$ cat src/rtl/hmmm_muldiv.sv
// hmmm_muldiv -- iterative signed multiply / divide / modulo unit for the
// HMMM core. It sits between the register file read ports (a = rd1,
// b = rd2) and the register file write port (done/wa_out/result drive
// we3/wa3/wd3).
//
// Ports:
//   clk, rst_n    rising-edge clock, asynchronous active-low reset
//   start         request, accepted only while the FSM is in IDLE
//   op            00 mul, 01 div, 10 mod, 11 reserved (result 0)
//   a, b          operands, needed only in the start cycle
//   wa_in         destination register, captured with the operands
//   busy          high from the accept edge until the done cycle ends
//   done          one-cycle registered pulse (we3)
//   result        registered result (wd3), held until the next FIX
//   wa_out        captured destination (wa3)
//   div0          valid with done: div/mod was issued with b == 0
//
// Optional feature macro: HMMM_MULDIV_ZERO_SKIP_EN. When it is defined, an
// operation with a == 0 or b == 0 bypasses CALC and completes after 2 cycles.
//
// Division uses floor semantics: q = floor(a/b), r = a - q*b, and r takes
// the sign of b.
module hmmm_muldiv #(
    parameter int WIDTH = 16
) (
    input  logic             clk,
    input  logic             rst_n,
    input  logic             start,
    input  logic [1:0]       op,
    input  logic [WIDTH-1:0] a,
    input  logic [WIDTH-1:0] b,
    input  logic [3:0]       wa_in,
    output logic             busy,
    output logic             done,
    output logic [WIDTH-1:0] result,
    output logic [3:0]       wa_out,
    output logic             div0
);
    localparam int CW = $clog2(WIDTH);

    typedef enum logic [1:0] {IDLE, CALC, FIX, DONE} state_t;

    state_t           state_reg;
    logic [1:0]       op_reg;
    logic             sign_a_reg;
    logic             sign_b_reg;
    logic             b_zero_reg;
    logic [WIDTH-1:0] mag_a_reg;   // multiplicand (shifted left) / dividend bits
    logic [WIDTH-1:0] mag_b_reg;   // multiplier (shifted right) / divisor
    logic [WIDTH-1:0] acc_reg;     // product / quotient magnitude
    logic [WIDTH-1:0] rem_reg;     // partial remainder magnitude
    logic [CW-1:0]    cnt_reg;

    logic [WIDTH:0]   rem_shift;
    logic [WIDTH:0]   rem_sub;
    logic [WIDTH-1:0] b_signed;
    logic [WIDTH-1:0] prod_val;
    logic [WIDTH-1:0] q_val;
    logic [WIDTH-1:0] r_val;
    logic [WIDTH-1:0] fix_result;

    always_comb begin
        // Restoring step: bring in the next dividend bit, try subtracting.
        rem_shift = {rem_reg, mag_a_reg[WIDTH-1]};
        rem_sub   = rem_shift - {1'b0, mag_b_reg};

        b_signed = sign_b_reg ? -mag_b_reg : mag_b_reg;
        // Same sign correction serves the product and the truncated quotient.
        prod_val = (sign_a_reg ^ sign_b_reg) ? -acc_reg : acc_reg;
        q_val    = prod_val;
        r_val    = sign_a_reg ? -rem_reg : rem_reg;
        // Truncated -> floored: pull a remainder of the wrong sign back
        // into b's sign and borrow one from the quotient.
        if (r_val != '0 && r_val[WIDTH-1] != sign_b_reg) begin
            q_val = q_val - WIDTH'(1);
            r_val = r_val + b_signed;
        end

        case (op_reg)
            2'b00:   fix_result = prod_val;
            2'b01:   fix_result = b_zero_reg ? '0 : q_val;
            2'b10:   fix_result = b_zero_reg ? '0 : r_val;
            default: fix_result = '0;
        endcase
    end

    always_ff @(posedge clk or negedge rst_n) begin
        if (!rst_n) begin
            state_reg  <= IDLE;
            op_reg     <= '0;
            sign_a_reg <= 1'b0;
            sign_b_reg <= 1'b0;
            b_zero_reg <= 1'b0;
            mag_a_reg  <= '0;
            mag_b_reg  <= '0;
            acc_reg    <= '0;
            rem_reg    <= '0;
            cnt_reg    <= '0;
            busy       <= 1'b0;
            done       <= 1'b0;
            result     <= '0;
            wa_out     <= '0;
            div0       <= 1'b0;
        end else begin
            done <= 1'b0;
            case (state_reg)
                IDLE: begin
                    // IDLE also covers the done cycle, so busy stays high
                    // through it and drops one edge later unless a new
                    // request is accepted on that same edge.
                    busy <= start;
                    if (start) begin
                        op_reg     <= op;
                        wa_out     <= wa_in;
                        sign_a_reg <= a[WIDTH-1];
                        sign_b_reg <= b[WIDTH-1];
                        b_zero_reg <= (b == '0);
                        mag_a_reg  <= a[WIDTH-1] ? -a : a;
                        mag_b_reg  <= b[WIDTH-1] ? -b : b;
                        acc_reg    <= '0;
                        rem_reg    <= '0;
                        cnt_reg    <= '0;
`ifdef HMMM_MULDIV_ZERO_SKIP_EN
                        // A zero operand gives the same answer from cleared
                        // accumulators, so the iterations can be skipped.
                        state_reg  <= (a == '0 || b == '0) ? FIX : CALC;
`else
                        state_reg  <= CALC;
`endif
                    end
                end
                CALC: begin
                    if (op_reg == 2'b00) begin
                        if (mag_b_reg[0]) begin
                            acc_reg <= acc_reg + mag_a_reg;
                        end
                        mag_b_reg <= mag_b_reg >> 1;
                    end else begin
                        if (!rem_sub[WIDTH]) begin
                            rem_reg <= rem_sub[WIDTH-1:0];
                            acc_reg <= {acc_reg[WIDTH-2:0], 1'b1};
                        end else begin
                            rem_reg <= rem_shift[WIDTH-1:0];
                            acc_reg <= {acc_reg[WIDTH-2:0], 1'b0};
                        end
                    end
                    mag_a_reg <= mag_a_reg << 1;
                    cnt_reg   <= cnt_reg + CW'(1);
                    if (cnt_reg == CW'(WIDTH - 1)) begin
                        state_reg <= FIX;
                    end
                end
                FIX: begin
                    result    <= fix_result;
                    div0      <= (op_reg == 2'b01 || op_reg == 2'b10) && b_zero_reg;
                    state_reg <= DONE;
                end
                DONE: begin
                    done      <= 1'b1;
                    state_reg <= IDLE;
                end
                default: state_reg <= IDLE;
            endcase
        end
    end
endmodule
$ cat config.mk
export PLATFORM = sky130hd
export DESIGN_NAME = hmmm_muldiv
export DESIGN_NICKNAME = d
export VERILOG_FILES = /design/src/rtl/hmmm_muldiv.sv
export SDC_FILE = /design/constraint.sdc
export NUM_CORES = 1
export LEC_CHECK = 0
export BUFFER_PORTS_ARGS = -buffer_cell sky130_fd_sc_hd__buf_4
export CAP_MARGIN = 0
export CORE_ASPECT_RATIO = 1.25
export CORE_MARGIN = 3
export CORE_UTILIZATION = 63
export CTS_CLUSTER_SIZE = 8
export DETAILED_ROUTE_END_ITERATION = 7
export GPL_TIMING_DRIVEN = 1
export PLACE_DENSITY = 0.83
export SKIP_CTS_REPAIR_TIMING = 1
export SLEW_MARGIN = 15
export SYNTH_ARGS = -nofsm -noshare
export SYNTH_HDL_FRONTEND = slang
export SYNTH_SLANG_ARGS = --single-unit
$ cat constraint.sdc
create_clock -name clk -period 4.19 [get_ports clk]
set_input_delay 0.419 -clock clk [delete_from_list [all_inputs] [get_ports clk]]
set_output_delay 0.419 -clock clk [all_outputs]
set_load 0.03 [all_outputs]
==> results of run 1 <==
[per-layer routing]
metal  vias up  wire length [µm]
li1       4510                 -
met1      4537             10900
met2       380             13500
met3       107              1400
met4         0              1710
met5         -                 0
[worst max-delay path: cells and delay by family, from the launching register on]
family          cells  cell delay, ps
fa+ha+maj           2             520
flops               1             480
xor+xnor            2             390
simple gates        1             610
compound gates      6            1640
buf+inv             2             230
[layout make-up]
class	count	share of cell area [%]
clock buffer	11	2.38
clock inverter	5	0.425
inverter	58	2.05
multi-input combinational	994	63.1
sequential	98	23.1
tap	178	2.10
timing repair buffer	94	6.77
[logic make-up after synthesis]
logic type	count (synthesis)	share of synthesized area, %
multiplexers	52	5.52
flip-flops	98	25.4
XOR/XNOR	109	9.89
AO/OA/AOI/OAI	380	25.7
AND/OR/NAND/NOR	390	19.7
buffers and inverters	128	5.33
adder cells (fa/ha/maj)	63	8.38
[final timing paths]
path / from / to / slack, ps / cells after the start
worst max-delay path: mag_b_reg[0] / result[11] / 270 / 13
worst min-delay path: rst_n / mag_b_reg[11] / 210 / 1
worst max register to register: mag_b_reg[0] / result[11] / 270 / 13
worst min register to register: result[8] / result[8] / 510 / 1
max in group asynchronous: rst_n / result[10] / 3040 / 2
min in group clk: wa_in[1] / wa_out[1] / 290 / 2
[layout by cell type (no fill, tap or decap), drive strengths merged, types with 13 or more instances in the layout]
cell    synthesis  layout
nand2         131     131
o21ai         121     121
dfrtp          98      98
buf            13      94
nor2           85      85
a21oi          72      72
inv            57      60
xnor2          59      59
ha             59      59
xor2           50      50
mux2i          42      42
a31oi          26      26
nor3           25      25
nand3          25      25
nor2b          22      22
a21o           18      18
o31ai          17      17
a211oi         17      17
or3            15      15
nor4           13      13
[stage by stage]
stage,cells,hold WS (ps)
after CTS,1438,254
after floorplan,1220,123
after global routing,1438,286
after detailed placement,1422,487
after global placement,1422,489
final,1438,207
==> flow_summary_export.csv, run 1 <==
group,metric,value,unit
die,die_h,144,µm
die,num_rows,49,
global_routing,grt.met1_usage,39.3,%
global_routing,grtUsageTotal,33.1,%
die,dieArea,0.0168,mm²
routing,drc,0,
synth,syn-num-nets,1323,
synth,netlist_top_cells_count,"131 x nand2_1, 119 x o21ai_0, 98 x dfrtp_1, 85 x nor2_1, 72 x a21oi_1",
global_routing,overflow,0,
synth,yosysSeqAreaShare,25.4,%
sta,finalCriticalPeriod,3920,ps
run_status,status,"finished, final reports clean",
sta,worst_pin_slew,1030,ps
setup_path,start_kind,"flop",
sta,period_share,93.6,%
clock_network,cts_buffer_depth,2,
worst_hold_path,hold_class,"in2async",
placement,portBuffers,63,
clock_network,cts_tree,"done",
final_layout,nFillCells,1224,
sta,setup_violations,0,
global_routing,grt.met2_usage,56.6,%
sta,slew_viol_final,0,
global_routing,antenna_found_initial,0,
routing,via_per_inst,6.63,
placement,pre_cts_slack,340,ps
synth,netlist_instances,1220,
placement,dpl_cell_area,0.0103,mm²
placement,place_hpwl,20.7,mm
synth,ys_ff_latch,98,
setup_path,crit_chain,"inv_1, ha_1, or4b_2, o41ai_1, xnor2_1, inv_1, ha_1, a31o_2, a31oi_1, o21ai_0, xnor2_1, o21ai_0, o221a_1",
routing,drt-initial-drc-count,1045,
synth,synth_area_leader_cell,"dfrtp_1",
synth,syn_area_per_cell,7.91,µm²
synth,synth-edff-count,0,
clock_network,cts_buffers,9,
synth,yosysWarnings,0,
setup_path,crit_type,"reg2reg",
clock_network,htreeDepth,3,
global_routing,top_usage_layer,"met2",
final_layout,final_area,0.0106,mm²
final_layout,regArea,0.00245,mm²
flow_run,cap_violations,0,
synth,synth-async-reset-ratio,100,%
sta,fmax,255,MHz
sta,skew,9.45,ps
setup_path,cpMaxStageDelayCell,"or4b_2",
global_routing,grt_pass1_vias,8874,
die,core-area,0.0147,mm²
synth,yosysUniqueCellTypes,78,
synth,synth_area,0.00965,mm²
setup_path,crit_path_max_fanout,10,
sta,worst_slack,269,ps
final_layout,post-route-util,72.1,%
final_layout,nNetsFinal,1358,
sta,final.setup.tns,0,ps
global_routing,grt_pass1_wl,44.3,mm
routing,vias,9534,
synth,synth-main-ff-cell,"dfrtp_1",
clock_network,cts.sinks,98,
clock_network,ctsRootBufferMaster,"clkbuf_16",
routing,wirelength,27.5,mm
final_layout,drive_above_1_share,11.6,%
die,die_x,117,µm
synth,synth_top_area_share,25.4,%
setup_path,crit_required,4490,ps
setup_path,cp-end-kind,"flop",
routing,drt_first_pass_iters,6,
setup_path,arrival,4220,ps
die,initial_utilization,65.6,%
synth,ys_top_cells_by_area,"dfrtp_1 25%, ha_1 7.7%, o21ai_0 6.2%",
clock_network,clock_latency,370,ps
synth,synth_most_common_cell,"nand2_1",
final_layout,area_delta_synth_final,9.89,%
global_routing,grt_max_degree,78,
sta,rsz0062_at_grt,"false",
final_layout,antenna_cells,0,
die,io_pins,64,
sta,slew-limit-headroom,31.4,%
global_routing,use_met3,4.06,%
routing,avgRoutedWirePerCell,19.2,µm
final_layout,multi_input_area,0.00670,mm²
clock_network,clkTransAtPathRegs,80,ps
setup_path,slowest_delay,610,ps
routing,final_antenna_net_count,0,
sta,hold_viol,0,
placement,routabilityCongestion,0.984,
Power of run 1 is left out: the tool's default activity adds up to more than one toggle a clock period on the data nets, which glitch-free logic cannot reach.
==> run 2: changes to the inputs <==
Settings changed: CTS_CLUSTER_SIZE 8 to 40, MAX_ROUTING_LAYER set to met4.
==> run 2 against run 1 <==
Effect of this change: cell count rose by 0.42%; worst setup slack lost 14 ps; register-to-register slack about the same; sequential share of layout area down 0.060 points; non-clock buffer count rose by 6; highest routed layer unchanged; fmax down 0.35%; utilization increased by 0.19 points.
==> flow_summary_export.csv, run 2 (synthesized netlist as in run 1, its figures left out) <==
group,metric,value,unit
clock_network,cts_tree,"done",
routing,via_per_inst,6.55,
final_layout,drive_above_1_share,12.0,%
clock_network,htreeDepth,3,
sta,period_share,93.9,%
global_routing,antenna_found_initial,0,
global_routing,top_usage_layer,"met2",
setup_path,r2r_end,"result[13]",
global_routing,grtUsageTotal,34.4,%
sta,finalCriticalPeriod,3940,ps
final_layout,final_cell_mix,"131 x nand2_1, 118 x o21ai_0, 100 x buf_4",
worst_hold_path,hold_class,"in2async",
clock_network,cts.sinks,98,
die,dieArea,0.0168,mm²
final_layout,area_delta_synth_final,10.2,%
global_routing,overflow,0,
setup_path,arrival,4180,ps
setup_path,crit_chain,"inv_1, ha_1, or4b_2, o41ai_1, xnor2_1, inv_1, ha_1, a31o_2, a31oi_1, o21ai_0, a31oi_1, mux2i_1, o211ai_1",
routing,final_antenna_net_count,0,
sta,worst_pin_slew,1020,ps
setup_path,cp-end-kind,"flop",
sta,skew,9.17,ps
global_routing,use_met3,3.77,%
clock_network,clkTransAtPathRegs,80,ps
clock_network,cts_buffer_depth,2,
global_routing,grt_pass1_wl,44.7,mm
run_status,status,"finished, final reports clean",
sta,fin_hold_ws,208,ps
die,initial_utilization,65.6,%
final_layout,antenna_cells,0,
die,core-area,0.0147,mm²
sta,hold_viol,0,
setup_path,cpMaxStageDelayCell,"or4b_2",
final_layout,mostFrequentLayoutCell,"nand2_1",
global_routing,grt_pass1_vias,8968,
global_routing,grt.met1_usage,39.5,%
sta,fmax,254,MHz
final_layout,nNetsFinal,1364,
flow_run,cap_violations,0,
routing,drt-initial-drc-count,764,
sta,rsz0062_at_grt,"false",
setup_path,reg2reg_slack,250,ps
setup_path,crit_required,4440,ps
routing,vias,9453,
placement,portBuffers,63,
setup_path,reg2reg_depth,13,
setup_path,start_kind,"flop",
clock_network,clock_latency,370,ps
routing,drc,0,
die,die_h,144,µm
placement,place_hpwl,21.1,mm
setup_path,worstReg2RegStart,"mag_b_reg[1]",
placement,routabilityCongestion,0.966,
setup_path,slowest_delay,620,ps
setup_path,crit_start,"mag_b_reg[1]",
clock_network,cts_buffers,9,
global_routing,grt_max_degree,78,
die,num_rows,49,
setup_path,crit_type,"reg2reg",
routing,avgRoutedWirePerCell,19.2,µm
sta,setup_violations,0,
setup_path,crit_path_max_fanout,6,
routing,drt_first_pass_iters,5,
sta,slew_viol_final,0,
die,die_x,117,µm
sta,slew-limit-headroom,32.3,%
sta,final.setup.tns,0,ps
die,io_pins,64,
global_routing,grt.met2_usage,57.8,%
routing,wirelength,27.7,mm
clock_network,ctsRootBufferMaster,"clkbuf_16",
[run 2: layout make-up]
class / count / area (µm²)
clock buffer: 11 / 243
clock inverter: 5 / 45.0
fill: 1185 / 4080
inverter: 58 / 218
multi-input combinational: 994 / 6700
sequential: 98 / 2450
tap: 178 / 223
timing repair buffer: 100 / 751
[run 2: worst max path at each step]
stage,cells after the start,end
CTS,14,result[15]
global placement,14,result[15]
global route,14,result[15]
detailed placement,14,result[15]
floorplan,15,result[15]
finish,13,result[13]
[run 2: per-layer routing]
layer	part of all wire, %	wire (µm)	vias to the layer above
met5	0	0	-
met4	5.6	1540	0
met3	4.4	1230	93
met2	50	14000	319
met1	40	11000	4521
li1	-	-	4520
[run 2: worst max-delay path: cells and delay by family, from the launching register on]
kind / cells / cell delay (ps)
AO/OA/AOI/OAI: 6 / 1420
XOR/XNOR: 1 / 250
adder cells (fa/ha/maj): 2 / 590
buffers and inverters: 2 / 280
flip-flops: 1 / 440
multiplexers: 1 / 210
AND/OR/NAND/NOR: 1 / 620
[run 2: through the flow]
step	utilization (%)	std cells	cell area, µm²	setup slack (ps)
3_5_place_dp	70.2	1428	10300	347
5_1_grt	72.3	1444	10600	26.2
2_1_floorplan	-	1220	9650	430
6_report	72.3	1444	10600	255
3_3_place_gp	70.2	1428	10300	406
4_1_cts	72.2	1444	10600	310
Power of run 2 is left out for the same reason.
==> run 3: changes to the inputs <==
Settings changed: ABC_AREA set to 1, BUFFER_PORTS_ARGS -buffer_cell sky130_fd_sc_hd__buf_4 to not set, CORE_UTILIZATION 63 to 65, DONT_BUFFER_PORTS set to 1, PLACE_DENSITY 0.83 to 0.82.
==> run 3 against run 2 <==
Effect of this change: sequential share of layout area increased by 1.8 points; worst setup slack gained 640 ps; first-iteration DRC count fell by 17%; non-clock buffer count shrank 89; die area down 5.4%; utilization is 1.8 points lower; synthesized cell count increased by 17%; via count is 1.8% higher; count of clock-buffer cells in the layout down 2; register-to-register slack gained 640 ps; cell count increased by 10%; critical path type unchanged; highest routed layer unchanged.
==> flow_summary_export.csv, run 3 <==
group,metric,value,unit
synth,yosysUniqueCellTypes,54,
synth,synthAdderAreaFrac,8.50,%
flow_run,cap_violations,0,
setup_path,crit_path_max_fanout,7,
sta,finalCriticalPeriod,3290,ps
synth,synth_mux_area_share,0,%
clock_network,cts_tree,"done",
synth,synth_xor_area_share,4.54,%
global_routing,grtUsageTotal,35.5,%
sta,fmax,304,MHz
synth,yosysWarnings,0,
routing,drc,0,
routing,via_per_inst,6.05,
placement,dpl_cell_area,0.00949,mm²
clock_network,cts_buffers,9,
placement,routabilityCongestion,0.976,
die,die_h,140,µm
sta,period_share,78.5,%
final_layout,post-route-util,70.4,%
setup_path,start_kind,"flop",
run_status,status,"finished, final reports clean",
sta,worst_pin_slew,1130,ps
synth,synthSimpleGateAreaFrac,34.4,%
final_layout,regArea,0.00245,mm²
synth,syn_area_per_cell,6.58,µm²
synth,netlist_top_cells_count,"414 x nand2_1, 145 x inv_1, 113 x nand3_1, 107 x nor2_1, 98 x dfrtp_1",
global_routing,grt_pass1_vias,9140,
routing,avgRoutedWirePerCell,16.9,µm
synth,synth-edff-count,0,
routing,wirelength,26.8,mm
clock_network,cts.sinks,98,
clock_network,ctsRootBufferMaster,"clkbuf_16",
die,core-area,0.0140,mm²
clock_network,cts_buffer_depth,2,
synth,netlist_instances,1427,
clock_network,clock_latency,360,ps
sta,slew_viol_final,0,
global_routing,grt_max_degree,99,
final_layout,antenna_cells,0,
routing,drt-initial-drc-count,632,
sta,skew,11.7,ps
synth,synth_area,0.00939,mm²
global_routing,overflow,0,
routing,vias,9619,
placement,portBuffers,0,
final_layout,nNetsFinal,1514,
final_layout,final_area,0.00986,mm²
synth,ys_ff_latch,98,
sta,rsz0062_at_grt,"false",
sta,slew-limit-headroom,24.4,%
synth,synth_compound_area_share,17.9,%
final_layout,drive_above_1_share,7.13,%
sta,hold_viol,0,
clock_network,htreeDepth,3,
sta,final.setup.tns,0,ps
setup_path,arrival,3540,ps
routing,final_antenna_net_count,0,
final_layout,final_cell_mix,"414 x nand2_1, 145 x inv_1, 113 x nand3_1",
sta,setup_violations,0,
synth,ys_top_cells_by_area,"dfrtp_1 26%, nand2_1 17%, ha_1 7.9%",
final_layout,area_delta_synth_final,4.96,%
placement,place_hpwl,21.2,mm
global_routing,antenna_found_initial,0,
routing,drt_first_pass_iters,5,
global_routing,grt_pass1_wl,44.7,mm
setup_path,crit_required,4440,ps
synth,synth_top_area_share,26.1,%
setup_path,cp-end-kind,"flop",
final_layout,multi_input_area,0.00614,mm²
die,dieArea,0.0159,mm²
final_layout,nFillCells,1234,
die,io_pins,64,
synth,synth-async-reset-ratio,100,%
synth,synth-main-ff-cell,"dfrtp_1",
synth,synth_most_common_cell,"nand2_1",
worst_hold_path,hold_class,"in2reg",
die,num_rows,48,
setup_path,crit_type,"reg2reg",
synth,yosysSeqAreaShare,26.1,%
die,initial_utilization,67.1,%
synth,synth_area_leader_cell,"dfrtp_1",
final_layout,mostFrequentLayoutCell,"nand2_1",
synth,synth_top_family_by_area,"simple AND/OR/NAND/NOR gates",
clock_network,clkTransAtPathRegs,80,ps
synth,syn-num-nets,1530,
die,die_x,114,µm
run 3: cell count changes in the layout (fill, tap and decap cells not counted), sizes merged, moves of 15 or more:
cell	before	now
a211oi	17	2
a31oi	26	4
buf	100	10
inv	60	163
mux2i	42	0
nand2	131	430
nand3	25	117
nor2	85	123
nor2b	22	0
o211ai	9	27
o21ai	121	99
xnor2	59	11
run 3: final timing paths:
path / cells past startpoint / end / slack (ps) / startpoint
worst max-delay path: 19 / result[11] / 900 / rem_reg[0]
worst min register to register: 2 / cnt_reg[1] / 510 / cnt_reg[1]
min in group asynchronous: 2 / rem_reg[12] / 650 / rst_n
worst max register to register: 19 / result[11] / 900 / rem_reg[0]
worst min-delay path: 1 / b_zero_reg / 160 / b[14]
max in group asynchronous: 2 / result[9] / 3130 / rst_n
run 3: cell families (layout without fill, tap and decap cells):
family	after synthesis	after routing
xor+xnor	47	47
simple gates	739	739
fa+ha+maj	62	62
buf+inv	201	190
flops	98	98
compound gates	280	280
run 3: cell type report:
type | count | share of cell area, %
multi-input combinational | 1128 | 62.3
sequential | 98 | 24.9
inverter | 163 | 6.26
clock buffer | 9 | 2.28
tap | 175 | 2.22
timing repair buffer | 11 | 1.07
clock inverter | 7 | 1.02
run 3: metrics by stage:
step	worst slack (ps)	cells	hold slack (ps)
2_1_floorplan	1420	1427	123
3_3_place_gp	986	1573	126
3_5_place_dp	957	1573	127
4_1_cts	928	1589	-263
5_1_grt	512	1591	150
6_report	900	1591	156
run 3: worst max-delay path: stages (launching register included):
cell	delay [ps]
dfrtp_1	500
inv_2	140
ha_1	250
nor2_1	130
xor2_1	330
ha_1	350
a21o_1	230
nand2_1	60
o2111ai_1	160
nand3_1	150
nand2_1	60
nand3_1	110
nand2_1	110
nand2_1	120
a21o_1	120
nand3_1	60
nand2_1	120
nand3_1	80
nand2_1	60
nand2_1	50
run 3: routing by layer:
metal	GRT usage (%)	wire length [µm]	vias to the layer above	part of all wire, %
met5	-	0	-	0
met4	16.1	1200	0	4.5
met3	6.09	1620	79	6.0
met2	58.0	12900	313	48
met1	42.7	11100	4496	41
li1	-	-	4731	-
Power of run 3 is left out for the same reason.
